`src/rtl/snake_key_cmd_queue_if.sv`:
```
// Turn-command handshake between the key queue and the game core.
// The queue drives valid/turn/count; the core answers with ready.
interface snake_key_cmd_queue_if #(
  parameter int CW = 3
);
  logic          cmd_valid;
  logic          cmd_ready;
  logic          cmd_turn;
  logic [CW-1:0] cmd_count;

  modport master (
    output cmd_valid,
    output cmd_turn,
    output cmd_count,
    input  cmd_ready
  );

  modport slave (
    input  cmd_valid,
    input  cmd_turn,
    input  cmd_count,
    output cmd_ready
  );
endinterface

```
`src/rtl/snake_key_cmd_queue.sv`:
```
// Snake input side: sync + debounce two keys, queue turn commands
// in a small show-ahead FIFO popped by the game core on move ticks.
module snake_key_cmd_queue #(
  parameter int DEBOUNCE_CYCLES = 20000,
  parameter int DEPTH           = 4,
  parameter int CW              = $clog2(DEPTH + 1)
) (
  input  logic                         clockInp,
  input  logic                         resetInp_n,
  input  logic [1:0]                   KEY,
  input  logic                         clear,
  snake_key_cmd_queue_if.master        cmd,
  output logic                         overflow
);
  localparam int DW = $clog2(DEBOUNCE_CYCLES);
  localparam int AW = $clog2(DEPTH);
  localparam logic [DW-1:0] CNT_MAX = DW'(DEBOUNCE_CYCLES - 1);
  localparam logic [CW-1:0] FULL_CNT = CW'(DEPTH);

  logic [1:0]    sync1_q, sync1_d;
  logic [1:0]    sync2_q, sync2_d;
  logic [1:0]    stable_q, stable_d;
  logic [DW-1:0] cnt_q [2];
  logic [DW-1:0] cnt_d [2];
  logic [1:0]    press;

  logic          mem_q [DEPTH];
  logic          mem_d [DEPTH];
  logic [AW-1:0] rd_q, rd_d;
  logic [AW-1:0] wr_q, wr_d;
  logic [CW-1:0] count_q, count_d;
  logic          ovf_q, ovf_d;

  logic push, push_turn, full, pop, do_push;

  // Stable levels start released so reset release never fires a press.
  always_comb begin
    sync1_d  = KEY;
    sync2_d  = sync1_q;
    stable_d = stable_q;
    press    = '0;
    for (int i = 0; i < 2; i++) begin
      cnt_d[i] = '0;
      if (sync2_q[i] != stable_q[i]) begin
        if (cnt_q[i] == CNT_MAX) begin
          stable_d[i] = sync2_q[i];
          press[i]    = stable_q[i];
        end else begin
          cnt_d[i] = cnt_q[i] + DW'(1);
        end
      end
    end
  end

  assign push      = |press;
  assign push_turn = ~press[0];
  assign full      = (count_q == FULL_CNT);
  assign pop       = cmd.cmd_valid & cmd.cmd_ready;
  assign do_push   = push & (~full | pop);

  always_comb begin
    mem_d   = mem_q;
    rd_d    = rd_q;
    wr_d    = wr_q;
    count_d = count_q;
    ovf_d   = ovf_q;
    if (clear) begin
      rd_d    = '0;
      wr_d    = '0;
      count_d = '0;
      ovf_d   = 1'b0;
    end else begin
      if (do_push) begin
        mem_d[wr_q] = push_turn;
        wr_d        = wr_q + AW'(1);
      end
      if (pop) begin
        rd_d = rd_q + AW'(1);
      end
      unique case ({do_push, pop})
        2'b10:   count_d = count_q + CW'(1);
        2'b01:   count_d = count_q - CW'(1);
        default: count_d = count_q;
      endcase
      if ((push & ~do_push) | (&press)) begin
        ovf_d = 1'b1;
      end
    end
  end

  always_ff @(posedge clockInp or negedge resetInp_n) begin
    if (!resetInp_n) begin
      sync1_q  <= 2'b11;
      sync2_q  <= 2'b11;
      stable_q <= 2'b11;
      cnt_q[0] <= '0;
      cnt_q[1] <= '0;
      for (int i = 0; i < DEPTH; i++) begin
        mem_q[i] <= 1'b0;
      end
      rd_q     <= '0;
      wr_q     <= '0;
      count_q  <= '0;
      ovf_q    <= 1'b0;
    end else begin
      sync1_q  <= sync1_d;
      sync2_q  <= sync2_d;
      stable_q <= stable_d;
      cnt_q[0] <= cnt_d[0];
      cnt_q[1] <= cnt_d[1];
      mem_q    <= mem_d;
      rd_q     <= rd_d;
      wr_q     <= wr_d;
      count_q  <= count_d;
      ovf_q    <= ovf_d;
    end
  end

  assign cmd.cmd_valid = (count_q != '0);
  assign cmd.cmd_turn  = mem_q[rd_q];
  assign cmd.cmd_count = count_q;
  assign overflow      = ovf_q;
endmodule
```
`src/flat_wrapper.sv`:
```
// flat-port wrapper written by rule: the top's interface ports become plain ports
module snake_key_cmd_queue_flat 
#(
  parameter int DEBOUNCE_CYCLES = 20000,
  parameter int DEPTH           = 4,
  parameter int CW              = $clog2(DEPTH + 1)
)
  (clockInp, resetInp_n, KEY, clear, overflow, cmd_cmd_valid, cmd_cmd_turn, cmd_cmd_count, cmd_cmd_ready);
  snake_key_cmd_queue_if #(.CW(CW)) cmd_i ();
  input  logic clockInp;
  input  logic resetInp_n;
  input  logic [1:0] KEY;
  input  logic clear;
  output logic overflow;
  output wire logic [$bits(cmd_i.cmd_valid)-1:0] cmd_cmd_valid;
  output wire logic [$bits(cmd_i.cmd_turn)-1:0] cmd_cmd_turn;
  output wire logic [$bits(cmd_i.cmd_count)-1:0] cmd_cmd_count;
  input wire logic [$bits(cmd_i.cmd_ready)-1:0] cmd_cmd_ready;
  assign cmd_cmd_valid = cmd_i.cmd_valid;
  assign cmd_cmd_turn = cmd_i.cmd_turn;
  assign cmd_cmd_count = cmd_i.cmd_count;
  assign cmd_i.cmd_ready = cmd_cmd_ready;
  snake_key_cmd_queue #(.DEBOUNCE_CYCLES(DEBOUNCE_CYCLES), .DEPTH(DEPTH), .CW(CW)) u_core (.clockInp(clockInp), .resetInp_n(resetInp_n), .KEY(KEY), .clear(clear), .cmd(cmd_i), .overflow(overflow));
endmodule
```
`config.mk`:
```
export PLATFORM = sky130hd
export DESIGN_NAME = snake_key_cmd_queue_flat
export DESIGN_NICKNAME = d
export VERILOG_FILES = /design/src/rtl/snake_key_cmd_queue_if.sv /design/src/rtl/snake_key_cmd_queue.sv /design/src/flat_wrapper.sv
export SDC_FILE = /design/constraint.sdc
export NUM_CORES = 1
export LEC_CHECK = 0
export ABC_CLOCK_PERIOD_IN_PS = 2200
export BUFFER_PORTS_ARGS = -buffer_cell sky130_fd_sc_hd__buf_2
export CAP_MARGIN = 30
export CELL_PAD_IN_SITES_DETAIL_PLACEMENT = 0
export CELL_PAD_IN_SITES_GLOBAL_PLACEMENT = 2
export CORE_ASPECT_RATIO = 0.8
export CORE_MARGIN = 1.5
export CORE_UTILIZATION = 36
export CTS_CLUSTER_DIAMETER = 200
export DETAILED_ROUTE_END_ITERATION = 10
export PLACE_DENSITY_LB_ADDON = 0.1
export REMOVE_ABC_BUFFERS = 1
export SKIP_CTS_REPAIR_TIMING = 1
export SYNTH_ARGS = -nofsm -noshare
export SYNTH_HDL_FRONTEND = slang
export SYNTH_SLANG_ARGS = --single-unit
```
`constraint.sdc`:
```
create_clock -name clockInp -period 2.2 [get_ports clockInp]
set_input_delay 0.33 -clock clockInp [delete_from_list [all_inputs] [get_ports clockInp]]
set_output_delay 0.33 -clock clockInp [all_outputs]
set_load 0.005 [all_outputs]
```
==> qor.txt, run 1 <==
Outcome -> completed
Row count -> 26
Part of the cycle the worst path needs -> 95.9%
Syn Std Cell Area -> 2410 um^2
Critical Path Start Type -> flop
#FFs+latches synth -> 48
DP Wirelength -> 3.43 mm
DR iter-0 viols -> 81
Synth Instances -> 226
Power per standard cell area -> 524 nW/um^2
Via count -> 1734
MaxCap Viol Count -> 0
Area delta synth->final -> 20.9%
RSZ-0062 raised after global routing -> no
Tot GR Track Use -> 15.0%
Die area -> 7210 um^2
Commonest non-fill, non-tap cell in the layout -> nor2_1
Fin Hold WS -> 0.119 ns
Clk_lat worst skew -> 0.30 ns
Wirelength, routed -> 4.75 mm
Initial Util -> 37.5%
Most frequent cells in the layout -> nor2_1, dfrtp_1, buf_4, xor2_1, nand3_1
First-pass DRT Iterations -> 4
EDFF count, synth -> 0
Final setup violation count -> 0
Slew headroom -> 59.2%
Synth Warn # -> 0
Fmax -> 0.474 GHz
Async S/R FF share, synth -> 100%
Synth cell types -> 46
CTS tree -> yes
Crit path DAT -> 2.30 ns
Worst Hold Class -> in2async
CP Capture Type -> flop
Initial antenna violation count -> 0
Setup Skew -> 0.00484 ns
I/O pins -> 12
Core area -> 6440 um^2
Final hold vios -> 0
Fin cells -> 358
DR WL/cell -> 13.3 um
Clock-pin transition on the worst setup and hold timing paths -> 0.09 ns
RePlAce Congestion -> 0.757
Sequential share of the synthesized area -> 50.1%
Residual DRC -> 0
Placed insts -> 348
First-pass GRT wire length -> 8.31 mm
TritonCTS Buffers -> 5
Final min period -> 2.11 ns
Flop2flop setup slack -> 0.09 ns
Gr ovfl total -> 0
Required @ worst endpoint -> 2.39 ns
Antenna diode count -> 0
Root Driver -> clkbuf_8
Layout cells sized above 1 -> 29.2%
Top FF cell, synth -> dfrtp_1
Sink Count -> 48
Bufs on Longest Clock Path -> 2
Port buffer count -> 11
Syn Area/Cell -> 10.7 um^2
DIE WIDTH -> 94.5 um
Max FO, Critical Path -> 2
Pre-CTS WS -> -0.0221 ns
Final WS setup -> 0.0910 ns
Transition time of the tightest slew-check pin -> 0.611 ns
Max IR drop VDD -> 188 uV
Worst setup path class -> reg2reg
Chip height -> 76.2 um
Setup TNS -> 0 ns
Pleak -> 1.38 nW
Vias in the first global route -> 1723
Antenna viol nets, final -> 0
Nets -> 286
Fillers -> 634
Via density per instance -> 4.84
Slew Viols, Final -> 0
CTS H-tree lvls -> 2
Largest net degree at the start of global routing -> 49
==> kinds of logic (layout without fill, tap and decap cells) <==
| logic type | count (synthesis) | count (layout) | synth area share [%] |
|---|---|---|---|
| buffers and inverters | 9 | 57 | 1.45 |
| DFF | 48 | 48 | 50.1 |
| adders and majority gates | 7 | 7 | 3.94 |
| muxes | 6 | 6 | 3.16 |
| AOI/OAI and AO/OA | 16 | 16 | 4.72 |
| xor gates and xnor gates | 32 | 32 | 11.6 |
| and+or+nand+nor | 108 | 108 | 25.0 |
==> registers in the layout (all words and copies together), names as in the netlist <==
register	cells
u_core.sync2_q	2
u_core.cnt_q	30
u_core.stable_q	2
u_core.rd_q	2
u_core.wr_q	2
u_core.mem_q	4
u_core.sync1_q	2
u_core.overflow	1
u_core.cmd.cmd_count	3
==> final cells by class <==
cell class | instances | area, um^2 | area share, %
inverter | 5 | 18.8 | 0.643
tap | 84 | 105 | 3.60
clock inverter | 2 | 10.0 | 0.343
sequential | 48 | 1210 | 41.4
timing repair buffer | 44 | 303 | 10.4
clock buffer | 6 | 82.6 | 2.83
multi-input combinational | 169 | 1190 | 40.8
==> metrics by stage <==
| stage | instance area [um^2] | total power, mW | utilization (%) |
|---|---|---|---|
| floorplan | 2400 | 0.949 | - |
| global placement | 2790 | 1.01 | 43.3 |
| detailed placement | 2790 | 1.00 | 43.3 |
| CTS | 2880 | 1.56 | 44.8 |
| global route | 2920 | 1.62 | 45.3 |
| finish | 2920 | 1.53 | 45.3 |
==> final timing paths <==
kind / startpoint / endpoint / depth (start not counted)
setup reg to reg: u_core.cnt_q[15] / u_core.cmd.cmd_count[2] / 8
setup / recovery: u_core.cnt_q[15] / u_core.cmd.cmd_count[2] / 8
min in group clockInp: KEY[0] / u_core.sync1_q[0] / 1
hold reg to reg: u_core.sync1_q[0] / u_core.sync2_q[0] / 0
hold / removal: resetInp_n / u_core.cnt_q[23] / 2
max in group asynchronous: resetInp_n / u_core.cnt_q[17] / 2
==> synthesized netlist by cell type, types with 3 or more instances <==
cell | instances | share of area (%)
and4_1 | 3 | 1.1
xnor2_1 | 10 | 3.6
inv_1 | 5 | 0.78
dfstp_2 | 6 | 6.5
nand3_1 | 13 | 2.7
nor2_1 | 45 | 7.0
ha_1 | 6 | 3.1
and3_2 | 3 | 0.93
nand2_1 | 12 | 1.9
xor2_1 | 22 | 8.0
a31oi_1 | 9 | 2.3
nand4_1 | 4 | 1.0
dfrtp_1 | 42 | 44
and3_1 | 4 | 1.0
==> metal layers <==
| metal | global-route usage (%) | vias to the layer above | part of all wire [%] | routed length (um) |
|---|---|---|---|---|
| met5 | 0 | - | 0 | 0 |
| met1 | 22.6 | 835 | 51 | 2420 |
| li1 | - | 877 | - | - |
| met3 | 3.29 | 8 | 2.4 | 115 |
| met4 | 4.48 | 0 | 1.3 | 64 |
| met2 | 21.4 | 14 | 45 | 2150 |
==> report_power, final <==
group	internal [mW]	total, mW	switching (mW)
combinational	0.0338	0.0839	0.0501
clock	0.251	0.540	0.288
sequential	0.897	0.905	0.00753
total	1.18	1.53	0.346
==> worst max-delay path, cell delays in order (launching register included) <==
cell	delay [ns]
dfrtp_1	0.36
ha_2	0.19
and4b_1	0.23
nand4_4	0.10
o22ai_4	0.19
nor2_1	0.07
fa_2	0.35
a31oi_1	0.17
mux2_1	0.34
Power figures use the tool's default switching activity.
==> run 2: changes to the inputs <==
- ABC_CLOCK_PERIOD_IN_PS: 2200 -> not set
- clock period: 2.2 -> 1.7 ns (I/O delays scaled with it)
==> run 2 against run 1 <==
Against the previous run: the run now ends with setup timing left; sequential share of layout area down 3.8 points; first-iteration DRC count down 22%; combinational power up 53%; sequential cell count unchanged; register-to-register slack worse by 0.57 ns; power up 32%; global-route usage up 0.67 points; clock power up 33%; routed wire length up 8.9%; non-clock buffer count up 25; highest routed layer unchanged.
==> qor.txt, run 2 (same netlist as run 1, synthesis figures left out) <==
First-pass GRT wire length -> 8.66 mm (+4.1%)
Min-Delay Startpoint -> KEY[0]
I/O pins -> 12 (unchanged)
Final WS setup -> -0.483 ns (-0.574 ns)
Crit path DAT -> 2.38 ns (+0.08 ns)
Failing checks -> setup timing
Wirelength, routed -> 5.17 mm (+8.9%)
Layout cells sized above 1 -> 38.1% (+8.9 points)
CTS tree -> yes
Max IR drop VDD -> 374 uV (+99%)
Part of the cycle the worst path needs -> 128% (+33 points)
First-pass DRT Iterations -> 4 (unchanged)
Gr ovfl total -> 0 (unchanged)
Final hold vios -> 0 (unchanged)
Max reg flops -> 30 (unchanged)
Pleak -> 1.53 nW (+10%)
Area delta synth->final -> 33.1%
Critical Path Start Type -> flop
Tot GR Track Use -> 15.7% (+0.67 points)
DIE WIDTH -> 94.5 um (unchanged)
RR Startpoint -> u_core.cnt_q[16]
Initial Util -> 37.5% (unchanged)
Flop2flop setup slack -> -0.48 ns (-0.57 ns)
Antenna diode count -> 0 (unchanged)
Slew headroom -> 62.0% (+2.8 points)
Transition time of the tightest slew-check pin -> 0.568 ns (-0.0435 ns)
RSZ-0062 raised after global routing -> yes
FF-to-FF path depth -> 9 (+1)
Via count -> 1807 (+4.2%)
CP Cell Sequence -> ha_2 -> and4b_1 -> nand4_4 -> o22ai_4 -> nor2_2 -> fa_2 -> nor3_2 -> a31oi_2 -> mux2_4
Fin Hold WS -> 0.0407 ns (-0.0779 ns)
DP Wirelength -> 3.63 mm (+5.6%)
CP Capture Type -> flop
Slowest library cell on the worst path -> fa_2
Clock-pin transition on the worst setup and hold timing paths -> 0.09 ns (about the same)
Slew Viols, Final -> 0 (unchanged)
Die area -> 7210 um^2 (unchanged)
Hold Path End -> u_core.sync1_q[0]
Setup Skew -> 0.00680 ns (+0.00196 ns)
WL met1 -> 2.67 mm (+10%)
Initial antenna violation count -> 0 (unchanged)
TritonCTS Buffers -> 5 (unchanged)
Worst setup path class -> reg2reg
DR WL/cell -> 13.5 um (+1.8%)
CTS H-tree lvls -> 2 (unchanged)
Commonest non-fill, non-tap cell in the layout -> buf_4
Power Total -> 2.01 mW (+32%)
Met3 WL -> 152 um (+32%)
Final setup violation count -> 5 (+5)
Via density per instance -> 4.72 (-2.6%)
Residual DRC -> 0 (unchanged)
RePlAce Congestion -> 0.764 (+1.0%)
Max FO, Critical Path -> 2 (unchanged)
Antenna viol nets, final -> 0 (unchanged)
Reg2Reg Capture Point -> u_core.cmd.cmd_count[2]
Outcome -> finished with violations
DR iter-0 viols -> 63 (-22%)
Largest reg by FF count -> u_core.cnt_q
Largest net degree at the start of global routing -> 33 (-33%)
Final min period -> 2.18 ns (+0.0736 ns)
Bufs on Longest Clock Path -> 2 (unchanged)
WL met2 -> 2.27 mm (+5.7%)
Vias in the first global route -> 1799 (+4.4%)
Top Family by Delay on Critical Path -> adder cells
Chip height -> 76.2 um (unchanged)
Power per standard cell area -> 627 nW/um^2 (+20%)
Clk_lat worst skew -> 0.31 ns (about the same)
Row count -> 26 (unchanged)
Port buffer count -> 11 (unchanged)
Critical Path Max Stage Delay -> 0.38 ns (+0.02 ns)
Hold depth -> 1
MaxCap Viol Count -> 0 (unchanged)
Most frequent cells in the layout -> buf_4, nor2_1, dfrtp_1, xor2_1, nand3_1
Required @ worst endpoint -> 1.89 ns (-0.50 ns)
Worst Hold Class -> in2reg
Buffers & Inverters on Critical Path -> 0 (unchanged)
Root Driver -> clkbuf_8
Fmax -> 0.458 GHz (-3.4%)
Nets -> 311 (+8.7%)
Uppermost routed layer -> met4
Sink Count -> 48 (unchanged)
Core area -> 6440 um^2 (unchanged)
==> run 2: changes by cell type in the layout (fill, tap and decap cells not counted), moves of 2 or more <==
cell      change
buf_4        +19
clkbuf_1      +2
clkinv_2      -2
buf_6         +4
a31oi_1       -2
==> run 2: layout make-up <==
class                      count  area (um^2)
fill                         614         3230
multi-input combinational    169         1270
sequential                    48         1210
timing repair buffer          69          520
tap                           84          105
clock buffer                   8         90.1
inverter                       5         18.8
==> run 2: metrics by stage <==
| step | area, um^2 | cells | setup WS, ns | setup TNS, ns | utilization, % |
|---|---|---|---|---|---|
| floorplan | 2400 | 222 | -0.596 | -1.27 | - |
| CTS | 3050 | 377 | -0.564 | -1.49 | 47.4 |
| global placement | 2960 | 369 | -0.453 | -0.907 | 46.0 |
| detailed placement | 2960 | 369 | -0.506 | -1.15 | 46.0 |
| global route | 3210 | 383 | -0.613 | -2.61 | 49.9 |
| finish | 3210 | 383 | -0.483 | -1.41 | 49.9 |
==> run 2: where the power goes <==
part           switching [mW]  leakage, nW  internal (mW)
Combinational          0.0705        0.837         0.0576
Clock                   0.384       0.0455          0.333
Sequential            0.00818        0.645           1.16
==> run 2: worst max-delay path by stage <==
stage,startpoint,end,slack (ns),depth (start not counted)
6_report,u_core.cnt_q[16],u_core.cmd.cmd_count[2],-0.48,9
5_1_grt,u_core.cnt_q[16],u_core.cmd.cmd_count[2],-0.61,9
4_1_cts,u_core.cnt_q[16],u_core.cmd.cmd_count[2],-0.56,9
3_5_place_dp,u_core.cnt_q[15],u_core.cmd.cmd_count[2],-0.51,9
3_3_place_gp,u_core.cnt_q[15],u_core.cmd.cmd_count[2],-0.45,9
2_1_floorplan,u_core.cnt_q[15],u_core.cmd.cmd_count[2],-0.60,9
==> run 2: routing by layer <==
layer | GRT usage, % | vias up
li1 | - | 922
met2 | 21.9 | 26
met1 | 23.3 | 853
met3 | 3.59 | 6
met4 | 5.82 | 0
met5 | 0 | -
==> run 3: changes to the inputs <==
- HOLD_SLACK_MARGIN: not set -> 0.06
==> run 3 against run 2 <==
Against the previous run: the flow still finishes with violations (setup timing); largest power group unchanged; critical endpoint unchanged; clock skew hardly changed; worst setup slack worse by 0.0013 ns; routed wire length up 0.46%; utilization up 0.31 points; global-route usage unchanged; count of clock-buffer cells in the layout stayed put; non-clock buffer count rose by 2; sequential cell count did not move.
==> qor.txt, run 3 (same netlist as run 1, synthesis figures left out) <==
Vias in the first global route -> 1799 (unchanged)
Core area -> 6440 um^2 (unchanged)
DIE WIDTH -> 94.5 um (unchanged)
Sink Count -> 48 (unchanged)
Worst Hold Class -> in2reg
Port buffer count -> 11 (unchanged)
Chip height -> 76.2 um (unchanged)
Final min period -> 2.18 ns (+0.00130 ns)
Bufs on Longest Clock Path -> 2 (unchanged)
Commonest non-fill, non-tap cell in the layout -> buf_4
DR WL/cell -> 13.5 um (about the same)
Clock-pin transition on the worst setup and hold timing paths -> 0.09 ns (about the same)
DR iter-0 viols -> 64 (+1.6%)
Final setup violation count -> 5 (unchanged)
Required @ worst endpoint -> 1.89 ns (about the same)
First-pass GRT wire length -> 8.66 mm (unchanged)
Slew Viols, Final -> 0 (unchanged)
Nets -> 313 (+0.64%)
Initial antenna violation count -> 0 (unchanged)
Critical Path Start Type -> flop
Crit path DAT -> 2.38 ns (about the same)
Final hold vios -> 0 (unchanged)
RSZ-0062 raised after global routing -> yes
CP Cell Sequence -> ha_2 -> and4b_1 -> nand4_4 -> o22ai_4 -> nor2_2 -> fa_2 -> nor3_2 -> a31oi_2 -> mux2_4
Area delta synth->final -> 34.0%
CTS H-tree lvls -> 2 (unchanged)
CP Capture Type -> flop
Fmax -> 0.458 GHz (about the same)
DP Wirelength -> 3.63 mm (unchanged)
Failing checks -> setup timing
I/O pins -> 12 (unchanged)
Outcome -> finished with violations
Clk_lat worst skew -> 0.31 ns (about the same)
Final Core Density -> 50.2% (+0.31 points)
Part of the cycle the worst path needs -> 128% (about the same)
Tot GR Track Use -> 15.7% (unchanged)
Max reg flops -> 30 (unchanged)
CTS tree -> yes
Critical Path Max Stage Delay -> 0.38 ns (about the same)
Via count -> 1816 (+0.50%)
Max IR drop VDD -> 374 uV (about the same)
Setup Skew -> 0.00726 ns (+0.000469 ns)
Root Driver -> clkbuf_8
Power Total -> 2.02 mW (+0.23%)
Worst setup path class -> reg2reg
Most frequent cells in the layout -> buf_4, nor2_1, dfrtp_1, xor2_1, nand3_1
Transition time of the tightest slew-check pin -> 0.568 ns (-0.0000272 ns)
TritonCTS Buffers -> 5 (unchanged)
Max FO, Critical Path -> 2 (unchanged)
Row count -> 26 (unchanged)
Layout cells sized above 1 -> 37.9% (-0.25 points)
Wirelength, routed -> 5.19 mm (+0.46%)
Final WS setup -> -0.484 ns (-0.00130 ns)
MaxCap Viol Count -> 0 (unchanged)
Largest net degree at the start of global routing -> 33 (unchanged)
RePlAce Congestion -> 0.764 (unchanged)
Antenna diode count -> 0 (unchanged)
Buffers & Inverters on Critical Path -> 0 (unchanged)
Residual DRC -> 0 (unchanged)
Via density per instance -> 4.72 (about the same)
Slew headroom -> 62.0% (about the same)
Slowest library cell on the worst path -> fa_2
Antenna viol nets, final -> 0 (unchanged)
Gr ovfl total -> 0 (unchanged)
Pleak -> 1.54 nW (+0.55%)
Top Family by Delay on Critical Path -> adder cells
Initial Util -> 37.5% (unchanged)
Die area -> 7210 um^2 (unchanged)
Largest reg by FF count -> u_core.cnt_q
First-pass DRT Iterations -> 4 (unchanged)
Power per standard cell area -> 624 nW/um^2 (-0.39%)
[run 3: cell types whose count changed in the layout (fill, tap and decap cells not counted)]
cell / change
dlygate4sd3_1: +2
[run 3: worst paths after layout]
| path | slack, ns | cells after the start | from | end |
|---|---|---|---|---|
| hold / removal | 0.25 | 2 | clear | u_core.overflow |
| setup reg to reg | -0.48 | 9 | u_core.cnt_q[16] | u_core.cmd.cmd_count[2] |
| hold reg to reg | 0.36 | 0 | u_core.sync1_q[0] | u_core.sync2_q[0] |
| max in group asynchronous | 0.71 | 3 | resetInp_n | u_core.stable_q[1] |
| min in group asynchronous | 0.41 | 2 | resetInp_n | u_core.cnt_q[23] |
| setup / recovery | -0.48 | 9 | u_core.cnt_q[16] | u_core.cmd.cmd_count[2] |
[run 3: final cells by class]
type,instances,area (um^2)
Multi-Input combinational cell,169,1270
Tap cell,84,105
Fill cell,612,3210
Sequential cell,48,1210
Timing Repair Buffer,71,541
Clock buffer,8,90.1
Inverter,5,18.8
[run 3: layer usage]
layer / wire [um] / part of all wire (%) / track usage, % / vias to the layer above
met5: 0 / 0 / 0 / -
met4: 75 / 1.4 / 5.82 / 0
met3: 151 / 2.9 / 3.59 / 6
met2: 2280 / 44 / 21.9 / 26
met1: 2690 / 52 / 23.3 / 858
li1: - / - / - / 926
[run 3: per-stage QoR]
step	std cells	TNS (ns)	setup WS [ns]	hold WS (ns)	cell area [um^2]
2_1_floorplan	222	-1.27	-0.596	-0.0406	2400
3_3_place_gp	369	-0.907	-0.453	0.210	2960
3_5_place_dp	369	-1.15	-0.506	0.205	2960
4_1_cts	377	-1.49	-0.564	-0.130	3050
5_1_grt	385	-2.61	-0.613	0.259	3230
6_report	385	-1.42	-0.484	0.250	3230
[run 3: where the power goes]
part           leakage [nW]  internal [mW]  switching (mW)
clock                0.0455          0.333           0.385
combinational         0.845         0.0606          0.0710
sequential            0.645           1.16         0.00818
